File: src/rtl/irq_ctrl_multi_pkg.sv
// Shared constants and helpers for the multi-source interrupt controller.
// Register map, source-count limit and the fixed-priority index function.
package irq_ctrl_pkg;

  localparam int MAX_IRQ = 8;

  localparam logic [1:0] ADDR_DIS    = 2'd0;
  localparam logic [1:0] ADDR_STATUS = 2'd1;
  localparam logic [1:0] ADDR_MODE   = 2'd2;
  localparam logic [1:0] ADDR_VECTOR = 2'd3;

  // Index of the highest set bit; 0 when the vector is empty.
  function automatic logic [2:0] highest_set(input logic [MAX_IRQ-1:0] v);
    logic [2:0] idx;
    idx = 3'd0;
    for (int i = 0; i < MAX_IRQ; i++) begin
      if (v[i]) begin
        idx = 3'(i);
      end else begin
        idx = idx;
      end
    end
    return idx;
  endfunction

endpackage

File: src/rtl/irq_ctrl_multi_if.sv
// CPU register-bus port of the interrupt controller.
// The master (CPU side) drives strobes and write data; the slave returns read data.
interface irq_ctrl_multi_if;

  logic       RDY;
  logic       re;
  logic       we;
  logic       CECG_n;
  logic [1:0] addr;
  logic [7:0] dIn;
  logic [7:0] dOut;

  modport master (
    output RDY, re, we, CECG_n, addr, dIn,
    input  dOut
  );

  modport slave (
    input  RDY, re, we, CECG_n, addr, dIn,
    output dOut
  );

endinterface

File: src/rtl/irq_ctrl_multi_edge_latch.sv
// Per-source falling-edge detector and pending latch.
// Produces the source status bit: pend in edge mode, the raw active-low level otherwise.
module irq_edge_latch (
  input  logic clk,
  input  logic reset,
  input  logic irq_n,
  input  logic mode,
  input  logic mode_clr,
  input  logic clr,
  output logic status
);

  logic prev_r;
  logic pend_r;
  logic set_s;

  assign set_s = mode & prev_r & ~irq_n;

  // Edge history and pending latch; a new edge beats W1C/ack so no event is lost,
  // while leaving edge mode always empties the latch.
  always_ff @(posedge clk) begin
    if (reset) begin
      prev_r <= 1'b1;
      pend_r <= 1'b0;
    end else begin
      prev_r <= irq_n;
      if (mode_clr) begin
        pend_r <= 1'b0;
      end else if (set_s) begin
        pend_r <= 1'b1;
      end else if (clr) begin
        pend_r <= 1'b0;
      end else begin
        pend_r <= pend_r;
      end
    end
  end

  // Status selection between latched edge and live level.
  always_comb begin
    status = 1'b0;
    if (mode) begin
      status = pend_r;
    end else begin
      status = ~irq_n;
    end
  end

endmodule

File: src/rtl/irq_ctrl_multi.sv
// Interrupt controller top: DIS/MODE registers, per-source edge latches,
// fixed-priority encoder (highest index wins) and the combinational read mux.
module irq_ctrl_multi
  import irq_ctrl_pkg::*;
#(
  parameter int                 NUM_IRQ   = 3,
  parameter logic [NUM_IRQ-1:0] EDGE_INIT = 3'b100,
  parameter logic [NUM_IRQ-1:0] DIS_INIT  = {NUM_IRQ{1'b0}}
) (
  input  logic               clk,
  input  logic               reset,
  irq_ctrl_multi_if.slave    bus,
  input  logic [NUM_IRQ-1:0] irq_n,
  input  logic               int_ack,
  output logic [NUM_IRQ-1:0] irq,
  output logic               int_req,
  output logic [2:0]         int_id
);

  logic               wr_s;
  logic               rd_s;
  logic [NUM_IRQ-1:0] dis_r;
  logic [NUM_IRQ-1:0] mode_r;
  logic [NUM_IRQ-1:0] status_s;
  logic [NUM_IRQ-1:0] clr_s;
  logic [NUM_IRQ-1:0] mode_clr_s;
  logic [MAX_IRQ-1:0] irq_ext_s;
  logic [7:0]         rd_data_s;
  logic               unused_din_s;

  assign wr_s = bus.RDY & ~bus.CECG_n & bus.we;
  assign rd_s = ~bus.CECG_n & bus.re;
  assign unused_din_s = ^bus.dIn;

  // DIS and MODE registers; only the low NUM_IRQ data bits are stored.
  always_ff @(posedge clk) begin
    if (reset) begin
      dis_r  <= DIS_INIT;
      mode_r <= EDGE_INIT;
    end else begin
      if (wr_s && (bus.addr == ADDR_DIS)) begin
        dis_r <= bus.dIn[NUM_IRQ-1:0];
      end else begin
        dis_r <= dis_r;
      end
      if (wr_s && (bus.addr == ADDR_MODE)) begin
        mode_r <= bus.dIn[NUM_IRQ-1:0];
      end else begin
        mode_r <= mode_r;
      end
    end
  end

  // Pend clear controls: W1C on STATUS, ack of the currently reported source,
  // and a MODE write taking a source from edge back to level.
  always_comb begin
    clr_s      = {NUM_IRQ{1'b0}};
    mode_clr_s = {NUM_IRQ{1'b0}};
    for (int i = 0; i < NUM_IRQ; i++) begin
      clr_s[i] = (wr_s && (bus.addr == ADDR_STATUS) && bus.dIn[i])
               || (int_ack && int_req && (int_id == 3'(i)));
      mode_clr_s[i] = wr_s && (bus.addr == ADDR_MODE) && mode_r[i] && !bus.dIn[i];
    end
  end

  for (genvar g = 0; g < NUM_IRQ; g++) begin : g_src
    irq_edge_latch u_latch (
      .clk      (clk),
      .reset    (reset),
      .irq_n    (irq_n[g]),
      .mode     (mode_r[g]),
      .mode_clr (mode_clr_s[g]),
      .clr      (clr_s[g]),
      .status   (status_s[g])
    );
  end

  // Request vector, global request and priority index.
  always_comb begin
    irq                     = status_s & ~dis_r;
    irq_ext_s               = {MAX_IRQ{1'b0}};
    irq_ext_s[NUM_IRQ-1:0]  = irq;
    int_req                 = |irq;
    int_id                  = highest_set(irq_ext_s);
  end

  // Read mux; zero-extended registers, all zeros when not selected.
  always_comb begin
    rd_data_s = 8'h00;
    if (rd_s) begin
      case (bus.addr)
        ADDR_DIS:    rd_data_s[NUM_IRQ-1:0] = dis_r;
        ADDR_STATUS: rd_data_s[NUM_IRQ-1:0] = status_s;
        ADDR_MODE:   rd_data_s[NUM_IRQ-1:0] = mode_r;
        ADDR_VECTOR: rd_data_s = {int_req, 4'b0000, int_id};
        default:     rd_data_s = 8'h00;
      endcase
    end else begin
      rd_data_s = 8'h00;
    end
  end

  assign bus.dOut = rd_data_s;

endmodule
File: src/flat_wrapper.sv
// flat-port wrapper written by rule: the top's interface ports become plain ports
module irq_ctrl_multi_flat import irq_ctrl_pkg::*;
#(
  parameter int                 NUM_IRQ   = 3,
  parameter logic [NUM_IRQ-1:0] EDGE_INIT = 3'b100,
  parameter logic [NUM_IRQ-1:0] DIS_INIT  = {NUM_IRQ{1'b0}}
)
  (clk, reset, irq_n, int_ack, irq, int_req, int_id, bus_RDY, bus_re, bus_we, bus_CECG_n, bus_addr, bus_dIn, bus_dOut);
  irq_ctrl_multi_if bus_i ();
  input  logic clk;
  input  logic reset;
  input  logic [NUM_IRQ-1:0] irq_n;
  input  logic int_ack;
  output logic [NUM_IRQ-1:0] irq;
  output logic int_req;
  output logic [2:0] int_id;
  input wire logic [$bits(bus_i.RDY)-1:0] bus_RDY;
  input wire logic [$bits(bus_i.re)-1:0] bus_re;
  input wire logic [$bits(bus_i.we)-1:0] bus_we;
  input wire logic [$bits(bus_i.CECG_n)-1:0] bus_CECG_n;
  input wire logic [$bits(bus_i.addr)-1:0] bus_addr;
  input wire logic [$bits(bus_i.dIn)-1:0] bus_dIn;
  output wire logic [$bits(bus_i.dOut)-1:0] bus_dOut;
  assign bus_i.RDY = bus_RDY;
  assign bus_i.re = bus_re;
  assign bus_i.we = bus_we;
  assign bus_i.CECG_n = bus_CECG_n;
  assign bus_i.addr = bus_addr;
  assign bus_i.dIn = bus_dIn;
  assign bus_dOut = bus_i.dOut;
  irq_ctrl_multi #(.NUM_IRQ(NUM_IRQ), .EDGE_INIT(EDGE_INIT), .DIS_INIT(DIS_INIT)) u_core (.clk(clk), .reset(reset), .bus(bus_i), .irq_n(irq_n), .int_ack(int_ack), .irq(irq), .int_req(int_req), .int_id(int_id));
endmodule
File: config.mk
export PLATFORM = sky130hd
export DESIGN_NAME = irq_ctrl_multi_flat
export DESIGN_NICKNAME = d
export VERILOG_FILES = /design/src/rtl/irq_ctrl_multi_pkg.sv /design/src/rtl/irq_ctrl_multi_if.sv /design/src/rtl/irq_ctrl_multi_edge_latch.sv /design/src/rtl/irq_ctrl_multi.sv /design/src/flat_wrapper.sv
export SDC_FILE = /design/constraint.sdc
export NUM_CORES = 1
export LEC_CHECK = 0
export BUFFER_PORTS_ARGS = -buffer_cell sky130_fd_sc_hd__buf_2
export CAP_MARGIN = 10
export CORE_ASPECT_RATIO = 1.1
export CORE_MARGIN = 4
export CORE_UTILIZATION = 52
export CTS_BUF_LIST = sky130_fd_sc_hd__clkbuf_2 sky130_fd_sc_hd__clkbuf_4 sky130_fd_sc_hd__clkbuf_8
export DETAILED_ROUTE_END_ITERATION = 7
export GPL_TIMING_DRIVEN = 1
export PLACE_DENSITY = 0.86
export SYNTH_ARGS = -nofsm -noshare
export SYNTH_HDL_FRONTEND = slang
export SYNTH_SLANG_ARGS = --single-unit
File: constraint.sdc
create_clock -name clk -period 2.19 [get_ports clk]
set_input_delay 0 -clock clk [delete_from_list [all_inputs] [get_ports clk]]
set_output_delay 0 -clock clk [all_outputs]
set_load 0.005 [all_outputs]
==> impl_metrics.tcl, run 1 <==
set metrics [dict create \
    run_status "finished clean" \
    die_x_um 45.80 \
    finalSetupViolCount 0 \
    path_clk_slew_ps 70 \
    period_share 0.8089 \
    first_iter_violations 6 \
    drc 0 \
    dieArea_mm2 0.002270 \
    clk_latency_ps 270 \
    critPathRequiredTime_ps 2190 \
    syn_to_final_growth_pct 20.52 \
    power.leakage_nw 0.4588 \
    dp_hpwl_mm 1.303 \
    synthFlopType "dfxtp_1" \
    period_minus_slack_ps 1771 \
    rows 14 \
    critPathLaunchType "flip-flop" \
    ys_ff_latch 12 \
    ant_nets 0 \
    fillerInstances 126 \
    place_area_um2 908.4 \
    ir_worst_vdd_mv 0.4007 \
    final_cell_area_um2 984.7 \
    cts_setup_buffers 0 \
    rsz0062_at_grt "false" \
    wire_per_inst_um 12.20 \
    p_per_area_mw_per_mm2 514.0 \
    core_area_mm2 0.001419 \
    synth.yosys.warnings 0 \
    cp.arrival_ps 1770 \
    clockBufferDepth 2 \
    min_path_type "in -> reg" \
    synthCells 95 \
    multiInputGateArea_um2 524.3 \
    grt_use_total 0.1714 \
    grt_max_degree 13 \
    tns_ps 0 \
    tritoncts "done" \
    clock.fmax_mhz 564.5 \
    top_level_ports 35 \
    regArea_um2 240.2 \
    overflow 0 \
    final_layout_size_suffix_gt1_frac 0.3388 \
    antennaDiodeCount 0 \
    clock-sinks 12 \
    syn_area_um2 817.0 \
    async_flop_share 0 \
    grt_pass1_wl_mm 2.925 \
    finalClockSkew_ps 1.093 \
    routed_wl_mm 1.672 \
    dpl_worst_slack_ps 700.7 \
    p_total_mw 0.5062 \
    syn_area_per_cell_um2 8.600 \
    grt_pass1_vias 682 \
    cts_buffers 3 \
    root_buffer "clkbuf_4" \
    nets 142 \
    synth_edf_count 0 \
    vias 712 \
    worst_setup_path_end_kind "output pin" \
    synth.distinct_cells 36 \
    slew_viol_final 0 \
    maxCapViolCount 0 \
    start_util 0.5758 \
    instances_no_fill 137 \
    finalHoldViolations 0 \
    antenna_found_initial 0 \
    htree_levels 1 \
    dieHeight_um 49.57 \
    viasPerCell 5.197 \
    cp_max_fo 9 \
    dpl.cell_count 129 \
    ys_seq_area_frac 0.2940 \
    drt-pass1-iter-count 4 \
    finalWorstSetupSlack_ps 418.6 \
    gp_congestion 0.7444 \
    critPathKind "reg -> out" \
    numPortBuffers 24 \
]
[state kept, by name (all words and copies together) (netlist names)]
signal,flops
u_core.dis_r,3
u_core.g_src.u_latch.pend_r,3
u_core.g_src.u_latch.prev_r,3
u_core.mode_r,3
[area by class of cell]
type | count | area share
clock buffer | 4 | 0.03685
inverter | 1 | 0.003812
multi-input combinational | 76 | 0.5324
sequential | 12 | 0.2440
tap | 16 | 0.02033
timing repair buffer | 28 | 0.1626
[cells by family after synthesis]
family          synth area share
simple gates              0.3476
compound gates            0.1853
flops                     0.2940
buf+inv                  0.08268
mux                      0.08576
other cells             0.004590
[cell usage in the layout, fill, tap and decap left out, drive strengths merged, types with 3 or more instances in the layout]
cell type    count
dlygate4sd3      4
nand3            3
nand2            6
a21oi            5
or2              5
buf             24
nand3b           3
nor2b            6
clkbuf           4
conb             5
nor2            12
dfxtp           12
mux2i            7
[what timing repair did]
action | in CTS | in global routing
hold buffers | 4 | 0
resized for setup | 0 | 0
endpoints found under the hold margin | 4 | 0
[Yosys cell counts, types with 2 or more instances]
master	instances	area share
buf_4	6	0.055
nor2_1	12	0.055
nand3b_1	3	0.028
a2111oi_2	2	0.037
nand2_1	6	0.028
nor2b_1	4	0.031
or2_2	4	0.031
or3b_1	2	0.021
mux2i_1	7	0.086
buf_2	3	0.018
and3b_1	2	0.021
a21o_1	2	0.018
a21oi_1	3	0.018
nand3_1	3	0.018
and3_1	2	0.015
dfxtp_1	12	0.29
a2bb2oi_1	2	0.021
nor2b_2	2	0.021
[critical path, cell delays in order, from the launching register on]
cell and delay (ps):
dfxtp_1 370, or2_4 280, a21oi_4 260, a21oi_2 100, a2111oi_2 330, buf_2 160
[stage by stage]
step,hold slack (ps),utilization
floorplan,76.00,-
CTS,13.49,0.6940
detailed placement,230.5,0.6402
global route,29.99,0.6940
global placement,226.5,0.6402
finish,18.79,0.6940
[routing by layer]
layer  track usage  up-vias  part of all wire
li1              -      378                 -
met1        0.2308      303              0.47
met2        0.2465       27              0.42
met3       0.03636        4             0.090
met4       0.09479        0             0.024
met5             0        -                 0
[power breakdown]
part           internal [mW]  switching (mW)
Clock                  0.101          0.0728
Combinational         0.0511          0.0525
Sequential             0.224         0.00427
[worst paths after layout]
kind                            slack (ps)  cells past startpoint                              to                            from
worst max-delay path                   420                      5                     bus_dOut[1]                u_core.mode_r[2]
worst min-delay path                    20                      3                 u_core.dis_r[1]                      bus_dIn[1]
worst max register to register         810                      4  u_core.g_src[1].u_latch.pend_r                u_core.mode_r[2]
worst min register to register         490                      2  u_core.g_src[0].u_latch.pend_r  u_core.g_src[0].u_latch.pend_r
(Power assumes the default switching activity.)
==> run 2: changes to the inputs <==
--- a/config.mk
+++ b/config.mk
@@ -9,11 +9,11 @@
 export CAP_MARGIN = 10
 export CORE_ASPECT_RATIO = 1.1
 export CORE_MARGIN = 4
-export CORE_UTILIZATION = 52
+export CORE_UTILIZATION = 44
 export CTS_BUF_LIST = sky130_fd_sc_hd__clkbuf_2 sky130_fd_sc_hd__clkbuf_4 sky130_fd_sc_hd__clkbuf_8
 export DETAILED_ROUTE_END_ITERATION = 7
 export GPL_TIMING_DRIVEN = 1
-export PLACE_DENSITY = 0.86
+export PLACE_DENSITY = 0.78
 export SYNTH_ARGS = -nofsm -noshare
 export SYNTH_HDL_FRONTEND = slang
 export SYNTH_SLANG_ARGS = --single-unit
==> constraint.sdc (replaced) <==
create_clock -name clk -period 1.43 [get_ports clk]
set_input_delay 0 -clock clk [delete_from_list [all_inputs] [get_ports clk]]
set_output_delay 0 -clock clk [all_outputs]
set_load 0.005 [all_outputs]
==> run 2 against run 1 <==
The run now ends with negative setup slack left; combinational power grew 86%; clock-buffer cell count is 1 lower; hold slack worse by 3.5 ps; total power rose by 48%; via count up 11%; critical path type unchanged; largest power group unchanged.
==> impl_metrics.tcl, run 2 (synthesis gave the netlist of run 1 again) <==
set metrics [dict create \
    overflow 0 \
    grt_pass1_vias 709 \
    numPortBuffers 24 \
    grt_pass1_wl_mm 3.132 \
    path_clk_slew_ps 70 \
    slowest_stage "dfxtp_2" \
    root_buffer "clkbuf_4" \
    vias 790 \
    dieHeight_um 53.20 \
    clock-sinks 12 \
    cp.arrival_ps 1570 \
    drc 0 \
    finalWorstSetupSlack_ps -142.2 \
    violations "negative setup slack" \
    top_level_ports 35 \
    r2r_cells 6 \
    wl_met3_um 103 \
    holdPathStages 3 \
    critPathLaunchType "flip-flop" \
    power.leakage_nw 0.5029 \
    htree_levels 1 \
    tritoncts "done" \
    path_cells "or2_4, a21oi_4, buf_6, or3_1, nor3b_2, buf_2" \
    cts_buffers 3 \
    run_status "finished with violations" \
    finalSetupViolCount 4 \
    ant_nets 0 \
    dp_hpwl_mm 1.396 \
    min_path_type "in -> reg" \
    grt_max_degree 13 \
    drt-pass1-iter-count 4 \
    clock.fmax_mhz 636.1 \
    critPathRequiredTime_ps 1430 \
    p_per_area_mw_per_mm2 691.6 \
    syn_to_final_growth_pct 32.62 \
    dieArea_mm2 0.002611 \
    viasPerCell 5.411 \
    final_layout_size_suffix_gt1_frac 0.4297 \
    slew_viol_final 0 \
    first_iter_violations 8 \
    core_area_mm2 0.001782 \
    fillerInstances 159 \
    finalHoldViolations 0 \
    tns_ps -386.2 \
    grt_use_total 0.1578 \
    clockBufferDepth 2 \
    antenna_found_initial 0 \
    rsz0062_at_grt "true" \
    regArea_um2 245.2 \
    period_minus_slack_ps 1572 \
    period_share 1.099 \
    maxCapViolCount 0 \
    cp_max_fo 5 \
    start_util 0.4586 \
    critPathKind "reg -> out" \
    antennaDiodeCount 0 \
    critPathMaxStageDelay_ps 350 \
    wl_met1_um 854 \
    rows 16 \
    wire_per_inst_um 13.71 \
    worst_setup_path_end_kind "output pin" \
    nets 150 \
    wl_met2_um 978 \
    ir_worst_vdd_mv 0.4987 \
    finalClockSkew_ps 0.6516 \
    clk_latency_ps 270 \
    p_total_mw 0.7494 \
    top_layer "met4" \
    mostFrequentLayoutCell "buf_2" \
    gp_congestion 0.8332 \
    final_cell_mix "buf_2, nor2_1, dfxtp_1" \
    multiInputGateArea_um2 558.0 \
    die_x_um 49.09 \
    routed_wl_mm 2.001 \
]
## run 2: cell type report
| cell class | count | area share |
|---|---|---|
| Tap cell | 18 | 0.02079 |
| Multi-Input combinational cell | 76 | 0.5150 |
| Timing Repair Buffer | 36 | 0.2136 |
| Inverter | 1 | 0.003464 |
| Clock buffer | 3 | 0.02079 |
| Sequential cell | 12 | 0.2263 |
## run 2: worst paths after layout
path | start | to | slack [ps]
setup / recovery | u_core.mode_r[2] | bus_dOut[7] | -140
hold / removal | bus_dIn[0] | u_core.mode_r[0] | 20
setup reg to reg | u_core.mode_r[2] | u_core.g_src[1].u_latch.pend_r | 50
hold reg to reg | u_core.g_src[0].u_latch.pend_r | u_core.g_src[0].u_latch.pend_r | 490
## run 2: where the power goes
group / leakage, nW / switching (mW) / internal (mW) / total [mW]
logic: 0.391 / 0.0915 / 0.102 / 0.193
clock network: 0.0138 / 0.110 / 0.0977 / 0.207
registers: 0.0983 / 0.00648 / 0.342 / 0.349
## run 2: metrics by stage
stage                     cells  utilization  hold WS [ps]  setup WS [ps]  cell area, µm²
after detailed placement    134       0.5239         235.9          65.01           933.4
final                       146       0.6081         15.33         -142.2            1084
after global routing        146       0.6081         55.49         -198.1            1084
after floorplan              99            -         76.00          150.6           832.0
after global placement      134       0.5239         226.9          85.42           933.4
after CTS                   145       0.5892         13.64         -131.9            1050
## run 2: repair_timing
action	4_1_cts	5_1_grt
hold buffers	4	0
endpoints found under the setup margin	5	7
pin swaps	5	2
gates cloned	0	0
buffers inserted	4	2
endpoints found under the hold margin	4	0
gates resized for setup	8	6
## run 2: critical path, delay by kind of cell (launching register included)
kind | cells | cell delay (ps)
flops | 1 | 350
buf+inv | 2 | 260
simple gates | 3 | 630
compound gates | 1 | 60
## run 2: layer usage
layer  vias to the layer above  track usage
met5                         -            0
met4                         0      0.09953
met3                         8      0.03099
met2                        23       0.2701
met1                       369       0.1812
li1                        390            -
